**src/rtl/mc_ctrl.sv**
```systemverilog
// Multi-cycle control unit for the MIPS-subset CPU.
// Walks each instruction through FETCH/DCD/EXE/MEM/WB and drives every
// datapath write enable and mux select. Also counts retired instructions.
//
//   state | meaning
//   FETCH | IR <= mem[PC], PC <= PC+4
//   DCD   | decode; jumps finish here (jal links $31)
//   EXE   | ALU operation; beq resolves the branch
//   MEM   | data memory access (lw read, sw write)
//   WB    | register file write-back
module mc_ctrl (
  input  logic        clk,
  input  logic        reset,
  input  logic [5:0]  op,
  input  logic [5:0]  funct,
  input  logic        zero,
  output logic        PCWr,
  output logic        IRWr,
  output logic        RegWr,
  output logic        MemWr,
  output logic [2:0]  EXTOp,
  output logic [1:0]  ALUOp,
  output logic        ALUSrc,
  output logic [1:0]  RegDst,
  output logic [1:0]  WDSel,
  output logic [1:0]  NPCOp,
  output logic [2:0]  state,
  output logic [31:0] retired
);

  typedef enum logic [2:0] {
    S_FETCH = 3'd0,
    S_DCD   = 3'd1,
    S_EXE   = 3'd2,
    S_MEM   = 3'd3,
    S_WB    = 3'd4
  } state_t;

  typedef enum logic [3:0] {
    C_ILL, C_NOP, C_ADDU, C_SUBU, C_JR, C_ORI,
    C_LW, C_SW, C_BEQ, C_LUI, C_J, C_JAL
  } cls_t;

  state_t cur, nxt;
  cls_t   cls;

  assign state = cur;

  // Instruction class, decoded straight from op/funct (never latched)
  always_comb begin
    cls = C_ILL;
    case (op)
      6'b000000: begin
        case (funct)
          6'b100001: cls = C_ADDU;
          6'b100011: cls = C_SUBU;
          6'b001000: cls = C_JR;
          6'b000000: cls = C_NOP;
          default:   cls = C_ILL;
        endcase
      end
      6'b001101: cls = C_ORI;
      6'b100011: cls = C_LW;
      6'b101011: cls = C_SW;
      6'b000100: cls = C_BEQ;
      6'b001111: cls = C_LUI;
      6'b000010: cls = C_J;
      6'b000011: cls = C_JAL;
      default:   cls = C_ILL;
    endcase
  end

  // Mux selects: a function of class only, zero in FETCH, unused states and reset
  always_comb begin
    EXTOp  = 3'd0;
    ALUOp  = 2'd0;
    ALUSrc = 1'b0;
    RegDst = 2'd0;
    WDSel  = 2'd0;
    NPCOp  = 2'd0;
    if (!reset && (cur == S_DCD || cur == S_EXE || cur == S_MEM || cur == S_WB)) begin
      case (cls)
        C_ORI:  begin ALUOp = 2'd2; ALUSrc = 1'b1; end
        C_LW:   begin EXTOp = 3'd1; ALUSrc = 1'b1; WDSel = 2'd1; end
        C_SW:   begin EXTOp = 3'd1; ALUSrc = 1'b1; end
        C_LUI:  begin EXTOp = 3'd2; ALUSrc = 1'b1; end
        C_BEQ:  begin EXTOp = 3'd3; ALUOp = 2'd1; NPCOp = 2'd1; end
        C_ADDU: RegDst = 2'd1;
        C_SUBU: begin RegDst = 2'd1; ALUOp = 2'd1; end
        C_JAL:  begin RegDst = 2'd2; WDSel = 2'd2; NPCOp = 2'd2; end
        C_J:    NPCOp = 2'd2;
        C_JR:   NPCOp = 2'd3;
        default: ;
      endcase
    end
  end

  // Mealy write enables and next-state selection
  always_comb begin
    PCWr  = 1'b0;
    IRWr  = 1'b0;
    RegWr = 1'b0;
    MemWr = 1'b0;
    nxt   = S_FETCH;
    case (cur)
      S_FETCH: begin
        PCWr = 1'b1;
        IRWr = 1'b1;
        nxt  = S_DCD;
      end
      S_DCD: begin
        case (cls)
          C_J, C_JR: PCWr = 1'b1;
          C_JAL: begin PCWr = 1'b1; RegWr = 1'b1; end
          default: ;
        endcase
        case (cls)
          C_J, C_JR, C_JAL, C_NOP, C_ILL: nxt = S_FETCH;
          default:                        nxt = S_EXE;
        endcase
      end
      S_EXE: begin
        case (cls)
          C_BEQ: PCWr = zero;
          default: ;
        endcase
        case (cls)
          C_LW, C_SW:                nxt = S_MEM;
          C_ADDU, C_SUBU, C_ORI, C_LUI: nxt = S_WB;
          default:                   nxt = S_FETCH;
        endcase
      end
      S_MEM: begin
        if (cls == C_SW) MemWr = 1'b1;
        nxt = (cls == C_LW) ? S_WB : S_FETCH;
      end
      S_WB: begin
        RegWr = 1'b1;
        nxt   = S_FETCH;
      end
      default: nxt = S_FETCH;
    endcase
    if (reset) begin
      PCWr  = 1'b0;
      IRWr  = 1'b0;
      RegWr = 1'b0;
      MemWr = 1'b0;
    end
  end

  // State register and retired counter; an instruction retires when it leaves for FETCH
  always_ff @(posedge clk) begin
    if (reset) begin
      cur     <= S_FETCH;
      retired <= 32'd0;
    end else begin
      cur <= nxt;
      if (nxt == S_FETCH && cur != S_FETCH)
        retired <= retired + 32'd1;
    end
  end

endmodule

```
**config.mk**
```make
export PLATFORM = sky130hd
export DESIGN_NAME = mc_ctrl
export DESIGN_NICKNAME = d
export VERILOG_FILES = /design/src/rtl/mc_ctrl.sv
export SDC_FILE = /design/constraint.sdc
export NUM_CORES = 1
export LEC_CHECK = 0
export ABC_AREA = 1
export CAP_MARGIN = 10
export CORE_ASPECT_RATIO = 0.9
export CORE_MARGIN = 4
export CORE_UTILIZATION = 52
export CTS_BUF_LIST = sky130_fd_sc_hd__clkbuf_4 sky130_fd_sc_hd__clkbuf_8 sky130_fd_sc_hd__clkbuf_16
export DETAILED_ROUTE_END_ITERATION = 16
export GPL_ROUTABILITY_DRIVEN = 0
export GPL_TIMING_DRIVEN = 0
export PLACE_DENSITY = 0.88
export SLEW_MARGIN = 30
export SYNTH_ARGS = -nofsm -noshare
export SYNTH_HDL_FRONTEND = slang
export SYNTH_SLANG_ARGS = --single-unit
```
**constraint.sdc**
```tcl
create_clock -name clk -period 1.9 [get_ports clk]
set_input_delay 0.19 -clock clk [delete_from_list [all_inputs] [get_ports clk]]
set_output_delay 0.19 -clock clk [all_outputs]
set_load 0.005 [all_outputs]
```
Word-level counts from Yosys, hierarchy flattened
Index checks and enable logic that the tools add are counted.

Reduce and logical (&&, ||, !) cells: 20. Multiply operators: 0. Eq/ne operators: 25. Bitwise logic cells: 0. Div/mod/pow operators: 0. Shift operators: 0. Magnitude comparators: 0. Add/sub/neg operators: 1. Mux-type cells: 30.

Operators by type and width (number): adder 32 x 1 -> 32 bit, second input constant (1); one-hot mux 4 bit (8 select lines) (1); equality test 6 bit, second input constant (4); one-hot mux 3 bit (4 select lines) (2); equality test 6 x 4 -> 1 bit, second input constant (3); equality test 4 x 3 -> 1 bit, second input constant (4); equality test 4 bit, second input constant (4); equality test 6 x 2 -> 1 bit, second input constant (2); logical NOT 6 bit (2); two-way mux 1 bit (12); two-way mux 2 bit (6); one-hot mux 2 bit (2 select lines) (3); one-hot mux 2 bit (3 select lines) (2); equality test 4 x 2 -> 1 bit, second input constant (2); OR reduction 2 bit (4); OR reduction 4 bit (2); equality test 3 x 2 -> 1 bit, second input constant (2); equality test 6 x 3 -> 1 bit, second input constant (1); logical NOT 3 bit (2); one-hot mux 3 bit (2 select lines) (1); OR reduction 5 bit (1); equality test 4 x 1 -> 1 bit, second input constant (1); logical NOT 4 bit (1); equality test 3 x 1 -> 1 bit, second input constant (1); 9 further kinds (12).

Memory bits (read-only): 0. Logic and storage cells: 78. Register bits: 35. Memories kept: 0. RAM bits: 0. Latch bits: 0. Output and inout port bits: 51. Bits of input ports: 15.

Longest topological paths before layout
Gate-level depths: netlist of the first run.

Word-level depth: 9. Gate-level depth with buffers: 13. Mapped depth without buffers: 13.

Worst setup path after synthesis of the first run
Ideal clock, no wire load.

Path kind: register to register. Start point: register retired[0]. End point: register retired[16]. Library setup time: 0.070 ns. Period minus slack after synthesis: 1.720 ns. Arrival: 1.649 ns. Stages on the path, launching flop included: 10. Buffers on the path: 0. Path slack: 0.180 ns. Required time: 1.830 ns. Cells stage by stage: dfxtp_1 ha_1 inv_1 nor2_2 inv_1 nor2_1 nand3_1 xor2_1 nand4_1 a21oi_2.

Longest elaborated chain between the ends: 1.

RTL lines: from (decl) (RTL line 28) `output logic [31:0] retired`; from (signal assigned) (RTL line 159) `retired <= retired + 32'd1;`; adder 32 x 1 -> 32 bit (RTL line 159).

No other way between the ends. A chain may end at the register's enable or synchronous reset.

Worst setup path after layout of the first run
Start point: input funct[5]. End point: output ALUOp[0].

Longest elaborated chain between the ends: 7. Elaborated cells between the ends (all ways): 12. Those cells by class: eq/ne (6); mux (4); reduce/logical (2).

RTL lines: from (decl) (RTL line 15) `input logic [5:0] funct,`; equality test 6 x 4 -> 1 bit, or another cell as far along (RTL line 54) `case (funct)`; one-hot mux 3 bit (4 select lines) * (RTL line 54); one-hot mux 4 bit (8 select lines) * (RTL line 52) `case (op)`; equality test 4 x 2 -> 1 bit or equality test 4 bit (tied branches) (RTL line 82) `case (cls)`; OR reduction 2 bit (no source line); one-hot mux 2 bit (2 select lines) * (RTL line 82); two-way mux 2 bit * (RTL line 81) `if (!reset && (cur == S_DCD || cur == S_EXE || cur == S_MEM || cur == S_WB)) begin`; to (decl) (RTL line 22) `output logic [1:0] ALUOp,`.

Every way passes the cells marked *; elsewhere a longest branch is shown, timed or not.

==> results of run 1 <==
[stage by stage]
stage	cell area, um^2	setup TNS, ps	setup slack, ps	instances
final	4003	0	38.84	611
after floorplan	2983	0	180.3	460
after global routing	4003	-215.3	-61.69	611
after global placement	3697	-10780	-589.4	590
after detailed placement	3697	-13050	-696.0	590
after CTS	3901	-146.9	-55.11	605
[logic make-up (layout without fill, tap and decap cells)]
logic type               after synthesis  in the layout  share of synthesized area [%]
AO/OA/AOI/OAI                         41             41                          10.82
other                                  1              1                         0.1257
flip-flops                            35             35                          23.49
AND/OR/NAND/NOR                      305            305                          50.63
adder cells (fa/ha/maj)                1              1                         0.4194
XOR/XNOR                              15             15                          4.404
buffers and inverters                 62            146                          10.11
[registers in the layout, summed over array words and instances, names as in the netlist]
register,count
state,3
retired,32
[placed cells by master (no fill, tap or decap), drive strengths merged]
cell type / netlist / routed
dlygate4sd2: 0 / 10
nand2: 154 / 154
o21ai: 2 / 2
buf: 13 / 30
clkbuf: 4 / 14
clkdlybuf4s50: 0 / 42
ha: 1 / 1
nand3: 17 / 17
conb: 1 / 1
a31oi: 1 / 1
nor4b: 1 / 1
dfxtp: 35 / 35
nand4: 38 / 38
xor2: 14 / 14
nor2: 72 / 72
xnor2: 1 / 1
clkinv: 1 / 1
inv: 44 / 44
nand3b: 13 / 13
nor3: 10 / 10
a21oi: 38 / 38
dlymetal6s2s: 0 / 5
[synth_stat cells, types with 3 or more instances]
cell type	n
sky130_fd_sc_hd__nor2_1	64
sky130_fd_sc_hd__nand3_1	12
sky130_fd_sc_hd__buf_12	3
sky130_fd_sc_hd__nor3_1	9
sky130_fd_sc_hd__buf_2	9
sky130_fd_sc_hd__nand3b_1	13
sky130_fd_sc_hd__a21oi_2	31
sky130_fd_sc_hd__xor2_1	14
sky130_fd_sc_hd__nand2_1	118
sky130_fd_sc_hd__nand2_2	34
sky130_fd_sc_hd__a21oi_1	7
sky130_fd_sc_hd__clkbuf_1	4
sky130_fd_sc_hd__dfxtp_1	35
sky130_fd_sc_hd__inv_1	42
sky130_fd_sc_hd__nand4_1	38
sky130_fd_sc_hd__nand3_4	3
sky130_fd_sc_hd__nor2_2	6
[path summary, 6_finish.rpt]
path	startpoint	end	cells past startpoint
setup / recovery	funct[5]	ALUOp[0]	11
hold / removal	reset	retired[25]$_SDFFE_PP0P_	2
setup reg to reg	retired[2]$_SDFFE_PP0P_	retired[29]$_SDFFE_PP0P_	8
hold reg to reg	retired[3]$_SDFFE_PP0P_	retired[3]$_SDFFE_PP0P_	2
[routing by layer]
metal	track usage, %	vias to the layer above	routed length (um)
met3	5.263	50	934
met1	35.80	1618	3813
met4	8.129	0	347
met2	43.00	232	4446
met5	0	-	0
li1	-	1666	-
[power by group through the flow]
stage,clock network [mW],logic (mW),registers [mW]
after detailed placement,0,0.264,0.766
after floorplan,0,0.173,0.765
after global placement,0,0.259,0.766
after global routing,0.662,0.324,0.754
final,0.613,0.303,0.753
after CTS,0.618,0.276,0.753
[cell type report]
type	instances	area [um^2]
Fill cell	426	1409
Buffer	17	127.6
Clock buffer	8	103.9
Inverter	45	173.9
Multi-Input combinational cell	363	2097
Tap cell	67	83.83
Timing Repair Buffer	76	701.9
Sequential cell	35	714.4
[timing repair]
item,in CTS,in global routing
pin swaps,8,10
resized for setup,51,28
setup buffers,7,6
setup endpoints to repair,23,21
[worst register-to-register path, stage by stage, from the launching register on]
cell,delay [ps]
sky130_fd_sc_hd__dfxtp_1,460
sky130_fd_sc_hd__nand3_2,180
sky130_fd_sc_hd__nor2_1,180
sky130_fd_sc_hd__nand2_1,160
sky130_fd_sc_hd__nor2_2,230
sky130_fd_sc_hd__nand3b_1,120
sky130_fd_sc_hd__nand2_1,120
sky130_fd_sc_hd__nand4_1,140
sky130_fd_sc_hd__a21oi_2,160
==> run summary, run 1 <==
Run status
- finished, final reports clean — status

Yosys
- 476 — syn nets
- 460 — Post-Syn Instances
- 31 — number of unique standard cell types used by synthesis
- 23.49% — Synth top area share
- 0% — share of flip-flops with an asynchronous set or reset
- 6.484 um^2 — mean area per synthesized cell
- 23.49% — share of synthesized area occupied by flip-flops and latches
- sky130_fd_sc_hd__dfxtp_1 — biggest area consumer among synthesized cells
- sky130_fd_sc_hd__dfxtp_1, sky130_fd_sc_hd__nand2_1, sky130_fd_sc_hd__a21oi_2 — synth top area cells
- 35 — flops & latches, synth
- 2983 um^2 — area of the mapped netlist
- sky130_fd_sc_hd__dfxtp_1 — dominant synthesized flop cell
- 0 — number of synthesized flops with an enable pin
- 0 — warnings from Yosys

Die
- 5411 um^2 — Placeable Area
- 66 — ports placed on the boundary
- 79.85 um — overall die height
- 25 — number of rows created at floorplan
- 87.84 um — Die Width
- 55.12% — starting utilization of the core area
- 7014 um^2 — die area

Critical path
- in -> out — WS Path Type
- 2 — largest fanout of any net on the critical path
- 80 ps — minimum setup slack among reg-to-reg paths
- clkdlybuf4s50_1, nor2_1, nand2_1, nand2_1, nand3_2, nand4_1, buf_4, nor3_2, nand3_1, nand2_1, buf_2 — cell breakdown of the critical path
- sky130_fd_sc_hd__clkdlybuf4s50_1 — Slowest-stage cell, CP
- input pin — CP startpoint kind
- sky130_fd_sc_hd__nand2_1 — most used cell along the critical path
- 3 — combined buffer and inverter count along the critical path
- buffers and inverters — kind of cell adding the most delay to the critical path
- 1670 ps — WP data arrival
- primary output — type of element capturing the critical path
- 1710 ps — CP required
- 480 ps — maximum cell stage delay along the critical path

STA
- 0.5373 GHz — maximum clock rate
- 1861 ps — clock period minus final worst setup slack
- 0 — number of max-slew violations in the final report
- 51.28% — relative slew slack
- 0 — endpoints failing hold
- 0 — Setup violations, final
- 254.0 ps — Post-Route Hold Slack
- 97.96% — final period utilization
- 730.7 ps — pin slew with the least headroom to its limit
- 5.424 ps — worst setup skew after layout

Finish
- 34.19% — Layout area overhead
- 73.97% — Core Util, Final
- 27.76% — fraction of final layout cells with drive strength greater than 1
- 559 — final net count
- 0 — n_diodes

Placed design
- 6.786 mm — Detail Placement HPWL
- 63 — Buffers on Ports

Routing
- 5.836 — number of vias per cell
- 393 — number of DRC markers after the initial detailed-route iteration
- 15.62 um — wire length per cell
- 3566 — via count
- 0 — # DRC
- 9.543 mm — total wire length
- 0 — number of nets still failing antenna checks after routing
- 6 — First-pass DRT Iterations

Clocking
- 35 — number of sinks handled by clock tree synthesis
- 5 — CTS buffer count
- sky130_fd_sc_hd__clkbuf_8 — root buf cell
- 70 ps — post-CTS clock slew at the launch and capture registers of the worst setup and hold paths
- done — CTS tree
- 2 — maximum clock path buffer count
- 0 — number of hold buffers added after CTS
- 290 ps — clock latency reported for the late side of the worst-skew pair
- 2 — H-tree depth

Global route
- 0 — GRT Residual Overflow
- 26.73% — total routing resource utilization after global routing
- 14.92 mm — first-pass GRT wire length
- 0 — number of antenna violations at the first check in global routing
- 11 — pin count of the biggest net entering global routing
- 3174 — via count of the first global-routing pass

Job
- 0 — MaxCap Viol Count

Power
- 0.4596 mW — net switching power figure
- 1.619 nW — leakage dissipation
- 0.4306 mV — peak ir drop on the vdd network
- 18.2% — relative contribution of combinational cells to total power
- 416.8 nW/um^2 — ratio of total power to cell area
- 1.668 mW — Final Power
- 1.209 mW — P_int
- 36.7% — proportion of power drawn by the clock network
- 27.55% — Switching Share
- 45.1% — Flop pwr share

Worst hold path
- in -> reg — worst min-delay path category

Power figures use the tool's default switching activity.
==> run 2, diff against run 1 <==
--- a/config.mk
+++ b/config.mk
@@ -15,6 +15,7 @@
 export GPL_ROUTABILITY_DRIVEN = 0
 export GPL_TIMING_DRIVEN = 0
 export PLACE_DENSITY = 0.88
+export SETUP_SLACK_MARGIN = 0.05
 export SLEW_MARGIN = 30
 export SYNTH_ARGS = -nofsm -noshare
 export SYNTH_HDL_FRONTEND = slang
==> run 2 against run 1 <==
Clock skew grew 3.5 ps. Critical path depth fell by 1. Sequential power about the same. Final cell count up 0.33%. First-iteration DRC count grew 25%. Flip-flop and latch count stayed put. Hold slack improved by 11 ps.
==> run summary, run 2 (synthesis gave the netlist of run 1 again) <==
Placed design
- -696.0 ps — pre-CTS setup slack, unchanged
- 3697 um^2 — cell area reported after detailed placement, unchanged
- 6.786 mm — Detail Placement HPWL, unchanged
- 590 — number of instances in the placed design, unchanged
- 63 — Buffers on Ports, unchanged

Power
- 19.1% — relative contribution of combinational cells to total power, +0.9 points
- 44.2% — Flop pwr share, -0.9 points
- 0.4860 mW — net switching power figure, +5.7%
- 28.59% — Switching Share, +1.0 points
- 1.600 nW — leakage dissipation, -1.2%
- 415.8 nW/um^2 — ratio of total power to cell area, -0.25%
- 1.214 mW — P_int, +0.40%
- 0.4357 mV — peak ir drop on the vdd network, +1.2%
- 36.7% — proportion of power drawn by the clock network, about the same
- 1.700 mW — Final Power, +1.9%

STA
- 1828 ps — clock period minus final worst setup slack, -33.47 ps
- 96.19% — final period utilization, -1.8 points
- yes — setup repair after global routing missed its margin
- 72.31 ps — PnR worst setup slack, +33.47 ps
- 8.923 ps — worst setup skew after layout, +3.500 ps
- 0 — endpoints failing hold, unchanged
- 0 — number of max-slew violations in the final report, unchanged
- 0.5471 GHz — maximum clock rate, +1.8%
- 49.55% — relative slew slack, -1.7 points
- 0 — Setup violations, final, unchanged
- 756.7 ps — pin slew with the least headroom to its limit, +25.98 ps

Worst hold path
- 2 — Worst Hold Depth, unchanged
- in -> reg — worst min-delay path category

Finish
- sky130_fd_sc_hd__nand2_1, sky130_fd_sc_hd__nor2_1, sky130_fd_sc_hd__clkdlybuf4s50_1, sky130_fd_sc_hd__nand4_1, sky130_fd_sc_hd__inv_1 — top library cells by usage in the layout, fill and taps aside
- 0 — n_diodes, unchanged
- sky130_fd_sc_hd__nand2_1 — most common cell after layout, fill and taps aside
- 613 — filler-free cell count of the finished design, +0.33%
- 32 — number of flip-flops under the largest register name, unchanged
- 561 — final net count, +0.36%
- retired — top register by number of flip-flops
- 37.04% — Layout area overhead
- 4088 um^2 — summed area of non-filler cells in the final layout, +2.1%
- 30.95% — fraction of final layout cells with drive strength greater than 1, +3.2 points

Critical path
- register — CP startpoint kind
- 2060 ps — WP data arrival, +390 ps
- 10 — Worst path depth, -1
- 3 — combined buffer and inverter count along the critical path, unchanged
- 6 — largest fanout of any net on the critical path, +4
- register — type of element capturing the critical path
- sky130_fd_sc_hd__dfxtp_4 — Slowest-stage cell, CP
- 2140 ps — CP required, +430 ps
- 10 — cell count of the worst reg-to-reg path, +2
- simple AND/OR/NAND/NOR gates — kind of cell adding the most delay to the critical path
- reg -> reg — WS Path Type
- 410 ps — maximum cell stage delay along the critical path, -70 ps
- ha_4, inv_1, nor2_4, inv_1, nor2_4, buf_4, nand3b_1, nand2_1, nand4_1, a21oi_1 — cell breakdown of the critical path
- 70 ps — minimum setup slack among reg-to-reg paths, about the same

Routing
- 3606 — via count, +1.1%
- 7 — First-pass DRT Iterations, +1
- 16.85 um — wire length per cell, +7.9%
- 5.883 — number of vias per cell, +0.79%
- 0 — # DRC, unchanged
- 10.33 mm — total wire length, +8.2%
- 0 — number of nets still failing antenna checks after routing, unchanged
- 492 — number of DRC markers after the initial detailed-route iteration, +25%

Clocking
- done — CTS tree
- 2 — maximum clock path buffer count, unchanged
- 2 — H-tree depth, unchanged
- 5 — CTS buffer count, unchanged
- sky130_fd_sc_hd__clkbuf_8 — root buf cell
- 80 ps — post-CTS clock slew at the launch and capture registers of the worst setup and hold paths, about the same
- 35 — number of sinks handled by clock tree synthesis, unchanged
- 300 ps — clock latency reported for the late side of the worst-skew pair, about the same

Global route
- 5.470% — GR met3 Demand/Resource, +0.21 points
- 36.41% — global routing usage on met1, +0.61 points
- 11 — pin count of the biggest net entering global routing, unchanged
- 3250 — via count of the first global-routing pass, +2.4%
- 27.83% — total routing resource utilization after global routing, +1.1 points
- 44.95% — met2 Resource Use GR, +2.0 points
- met2 — most utilized layer in the global route result
- 0 — number of antenna violations at the first check in global routing, unchanged
- 15.42 mm — first-pass GRT wire length, +3.4%
- 0 — GRT Residual Overflow, unchanged

Die
- 79.85 um — overall die height, unchanged
- 66 — ports placed on the boundary, unchanged
- 5411 um^2 — Placeable Area, unchanged
- 25 — number of rows created at floorplan, unchanged
- 7014 um^2 — die area, unchanged
- 55.12% — starting utilization of the core area, unchanged
- 87.84 um — Die Width, unchanged

Job
- 0 — MaxCap Viol Count, unchanged

Run status
- finished, final reports clean — status

run 2: power by group through the flow:
stage               Combinational (mW)  Sequential, mW  Clock, mW
finish                           0.324           0.751      0.624
global route                     0.343           0.752      0.664
CTS                              0.288           0.750      0.618
detailed placement               0.264           0.766          0
global placement                 0.259           0.766          0
floorplan                        0.173           0.765          0
run 2: layout make-up:
| type | count | area (um^2) |
|---|---|---|
| timing repair buffer | 78 | 703.2 |
| multi-input combinational | 363 | 2170 |
| tap | 67 | 83.83 |
| fill | 403 | 1324 |
| sequential | 35 | 720.7 |
| buffer | 17 | 127.6 |
| inverter | 45 | 178.9 |
| clock buffer | 8 | 103.9 |
run 2: final timing paths:
path | startpoint | endpoint
setup / recovery | retired[0]$_SDFFE_PP0P_ | retired[24]$_SDFFE_PP0P_
hold / removal | reset | retired[24]$_SDFFE_PP0P_
setup reg to reg | retired[0]$_SDFFE_PP0P_ | retired[24]$_SDFFE_PP0P_
hold reg to reg | retired[3]$_SDFFE_PP0P_ | retired[3]$_SDFFE_PP0P_
run 2: layer usage:
layer	wire length, um	vias up
met1	4026	1624
met4	368	0
met3	1069	57
li1	-	1672
met5	0	-
met2	4864	253
run 2: through the flow:
stage | util [%] | setup TNS, ps | hold WS, ps
after floorplan | - | 0 | 465.2
after global placement | 68.32 | -10780 | 481.3
after detailed placement | 68.32 | -13050 | 482.1
after CTS | 72.97 | 0 | 256.4
after global routing | 75.54 | -15.85 | 282.2
final | 75.54 | 0 | 264.7
run 2: what timing repair did:
action	CTS	global route
resized for setup	69	48
buffers inserted	10	5
setup endpoints to repair	45	25
hold buffers	0	0
pin swaps	11	9
==> run 3, diff against run 2 <==
--- a/config.mk
+++ b/config.mk
@@ -14,6 +14,7 @@
 export DETAILED_ROUTE_END_ITERATION = 16
 export GPL_ROUTABILITY_DRIVEN = 0
 export GPL_TIMING_DRIVEN = 0
+export MAX_ROUTING_LAYER = met4
 export PLACE_DENSITY = 0.88
 export SETUP_SLACK_MARGIN = 0.05
 export SLEW_MARGIN = 30
==> run 3 against run 2 <==
Final cell count is the same. Utilization shrank 0.19 points. Sequential power is essentially flat. Global-route usage grew 0.78 points. Final area shrank 0.24%. Critical endpoint unchanged.
==> run summary, run 3 (synthesis gave the netlist of run 1 again) <==
Worst hold path
- retired[24]$_SDFFE_PP0P_ — Worst Hold Path EP
- in -> reg — worst min-delay path category
- reset — launch instance of the worst min-delay path
- 2 — Worst Hold Depth, unchanged

Die
- 87.84 um — Die Width, unchanged
- 79.85 um — overall die height, unchanged
- 7014 um^2 — die area, unchanged
- 25 — number of rows created at floorplan, unchanged
- 55.12% — starting utilization of the core area, unchanged
- 5411 um^2 — Placeable Area, unchanged
- 66 — ports placed on the boundary, unchanged

Routing
- 10.29 mm — total wire length, -0.42%
- 0 — # DRC, unchanged
- 459 — number of DRC markers after the initial detailed-route iteration, -6.7%
- 6 — First-pass DRT Iterations, -1
- 16.78 um — wire length per cell, -0.42%
- 0 — number of nets still failing antenna checks after routing, unchanged
- 5.896 — number of vias per cell, +0.22%
- 3614 — via count, +0.22%

STA
- 49.43% — relative slew slack, -0.12 points
- 0 — number of max-slew violations in the final report, unchanged
- yes — setup repair after global routing missed its margin
- 0.5437 GHz — maximum clock rate, -0.62%
- 1839 ps — clock period minus final worst setup slack, +11.45 ps
- 758.5 ps — pin slew with the least headroom to its limit, +1.782 ps
- 0 — Setup violations, final, unchanged
- 12.59 ps — worst setup skew after layout, +3.671 ps
- 0 — endpoints failing hold, unchanged
- 96.80% — final period utilization, +0.60 points

Power
- 0.4853 mW — net switching power figure, -0.14%
- 36.6% — proportion of power drawn by the clock network, about the same
- 416.7 nW/um^2 — ratio of total power to cell area, +0.21%
- 1.699 mW — Final Power, about the same
- 0.4403 mV — peak ir drop on the vdd network, +1.1%
- 1.600 nW — leakage dissipation, unchanged
- 19.1% — relative contribution of combinational cells to total power, about the same
- 28.56% — Switching Share, -0.030 points
- 1.214 mW — P_int, about the same
- 44.2% — Flop pwr share, about the same

Finish
- retired — top register by number of flip-flops
- 407 — number of inserted filler cells in the final layout, +0.99%
- 0 — n_diodes, unchanged
- sky130_fd_sc_hd__nand2_1, sky130_fd_sc_hd__nor2_1, sky130_fd_sc_hd__clkdlybuf4s50_1, sky130_fd_sc_hd__nand4_1, sky130_fd_sc_hd__inv_1 — top library cells by usage in the layout, fill and taps aside
- 30.95% — fraction of final layout cells with drive strength greater than 1, unchanged
- sky130_fd_sc_hd__nand2_1 — most common cell after layout, fill and taps aside
- 32 — number of flip-flops under the largest register name, unchanged
- 75.35% — Core Util, Final, -0.19 points
- 36.70% — Layout area overhead
- 561 — final net count, unchanged

Clocking
- 2 — H-tree depth, unchanged
- sky130_fd_sc_hd__clkbuf_8 — root buf cell
- 2 — maximum clock path buffer count, unchanged
- 80 ps — post-CTS clock slew at the launch and capture registers of the worst setup and hold paths, about the same
- 5 — CTS buffer count, unchanged
- 35 — number of sinks handled by clock tree synthesis, unchanged
- done — CTS tree
- 300 ps — clock latency reported for the late side of the worst-skew pair, about the same

Global route
- 0 — GRT Residual Overflow, unchanged
- 3242 — via count of the first global-routing pass, -0.25%
- 0 — number of antenna violations at the first check in global routing, unchanged
- 15.42 mm — first-pass GRT wire length, unchanged
- 11 — pin count of the biggest net entering global routing, unchanged
- 28.62% — total routing resource utilization after global routing, +0.78 points

Critical path
- 60 ps — minimum setup slack among reg-to-reg paths, about the same
- retired[0]$_SDFFE_PP0P_ — Reg2Reg Launch Point
- 2140 ps — CP required, about the same
- 6 — largest fanout of any net on the critical path, unchanged
- register — type of element capturing the critical path
- register — CP startpoint kind
- reg -> reg — WS Path Type
- 10 — cell count of the worst reg-to-reg path, unchanged
- retired[24]$_SDFFE_PP0P_ — end of the worst register-to-register path
- 2070 ps — WP data arrival, about the same

Placed design
- 6.786 mm — Detail Placement HPWL, unchanged
- 63 — Buffers on Ports, unchanged

Run status
- finished, final reports clean — status

Job
- 0 — MaxCap Viol Count, unchanged

==> run 3: cell types whose count changed in the layout (fill, tap and decap cells not counted) <==
| cell | change |
|---|---|
| sky130_fd_sc_hd__clkbuf_2 | +1 |
| sky130_fd_sc_hd__clkdlybuf4s15_1 | -1 |
| sky130_fd_sc_hd__nor3_2 | -1 |
| sky130_fd_sc_hd__nor3_1 | +1 |
==> run 3: per-layer routing <==
metal	global-route usage (%)	share of wire (%)	up-vias
li1	-	-	1673
met2	44.73	47	235
met1	36.97	40	1656
met5	-	0	-
met3	5.057	9.3	50
met4	10.28	3.6	0
==> run 3: layout make-up <==
class	instances	area, um^2	area share (%)
plain buffers	17	127.6	3.130
well taps	67	83.83	2.056
clock buffers	8	103.9	2.547
inverters	45	178.9	4.388
flip-flops and latches	35	720.7	17.67
multi-input cells	363	2165	53.08
repair buffers	78	698.2	17.12
==> run 3: what timing repair did <==
item                       CTS  global route
resized for setup           69            48
gates cloned                 0             0
setup buffers               10             5
setup endpoints to repair   45            25
hold buffers                 0             0
pin swaps                   11             9
==> run 3: through the flow <==
step / hold WS (ps) / area, um^2 / TNS, ps / cells / worst slack (ps)
after global placement: 481.3 / 3697 / -10780 / 590 / -589.4
after global routing: 278.3 / 4078 / -29.53 / 613 / -17.58
after floorplan: 465.2 / 2983 / 0 / 460 / 180.3
final: 268.8 / 4078 / 0 / 613 / 60.86
after CTS: 256.4 / 3949 / 0 / 608 / 40.69
after detailed placement: 482.1 / 3697 / -13050 / 590 / -696.0
==> run 3: worst max-delay path by stage <==
stage                                   from  cells after the start  slack (ps)                        to
finish               retired[0]$_SDFFE_PP0P_                     10          60  retired[24]$_SDFFE_PP0P_
global route        retired[10]$_SDFFE_PP0P_                      8         -20  retired[28]$_SDFFE_PP0P_
CTS                      state[0]$_SDFF_PP0_                     10          40                  ALUOp[0]
detailed placement                     op[2]                     10        -700                     MemWr
global placement                       op[4]                     12        -590                  EXTOp[0]
floorplan            retired[0]$_SDFFE_PP0P_                      9         180  retired[16]$_SDFFE_PP0P_
==> run 3: power by group through the flow <==
| stage | clock (mW) | combinational (mW) | sequential, mW |
|---|---|---|---|
| CTS | 0.618 | 0.288 | 0.750 |
| detailed placement | 0 | 0.264 | 0.766 |
| floorplan | 0 | 0.173 | 0.765 |
| global route | 0.666 | 0.344 | 0.752 |
| global placement | 0 | 0.259 | 0.766 |
| finish | 0.623 | 0.325 | 0.751 |
==> run 3: worst max-delay path, stage by stage, from the launching register on <==
cell	delay, ps
sky130_fd_sc_hd__dfxtp_4	410
sky130_fd_sc_hd__ha_4	190
sky130_fd_sc_hd__inv_1	90
sky130_fd_sc_hd__nor2_4	180
sky130_fd_sc_hd__inv_1	140
sky130_fd_sc_hd__nor2_4	130
sky130_fd_sc_hd__buf_4	140
sky130_fd_sc_hd__nand3b_1	90
sky130_fd_sc_hd__nand2_1	100
sky130_fd_sc_hd__nand4_1	140
sky130_fd_sc_hd__a21oi_1	160
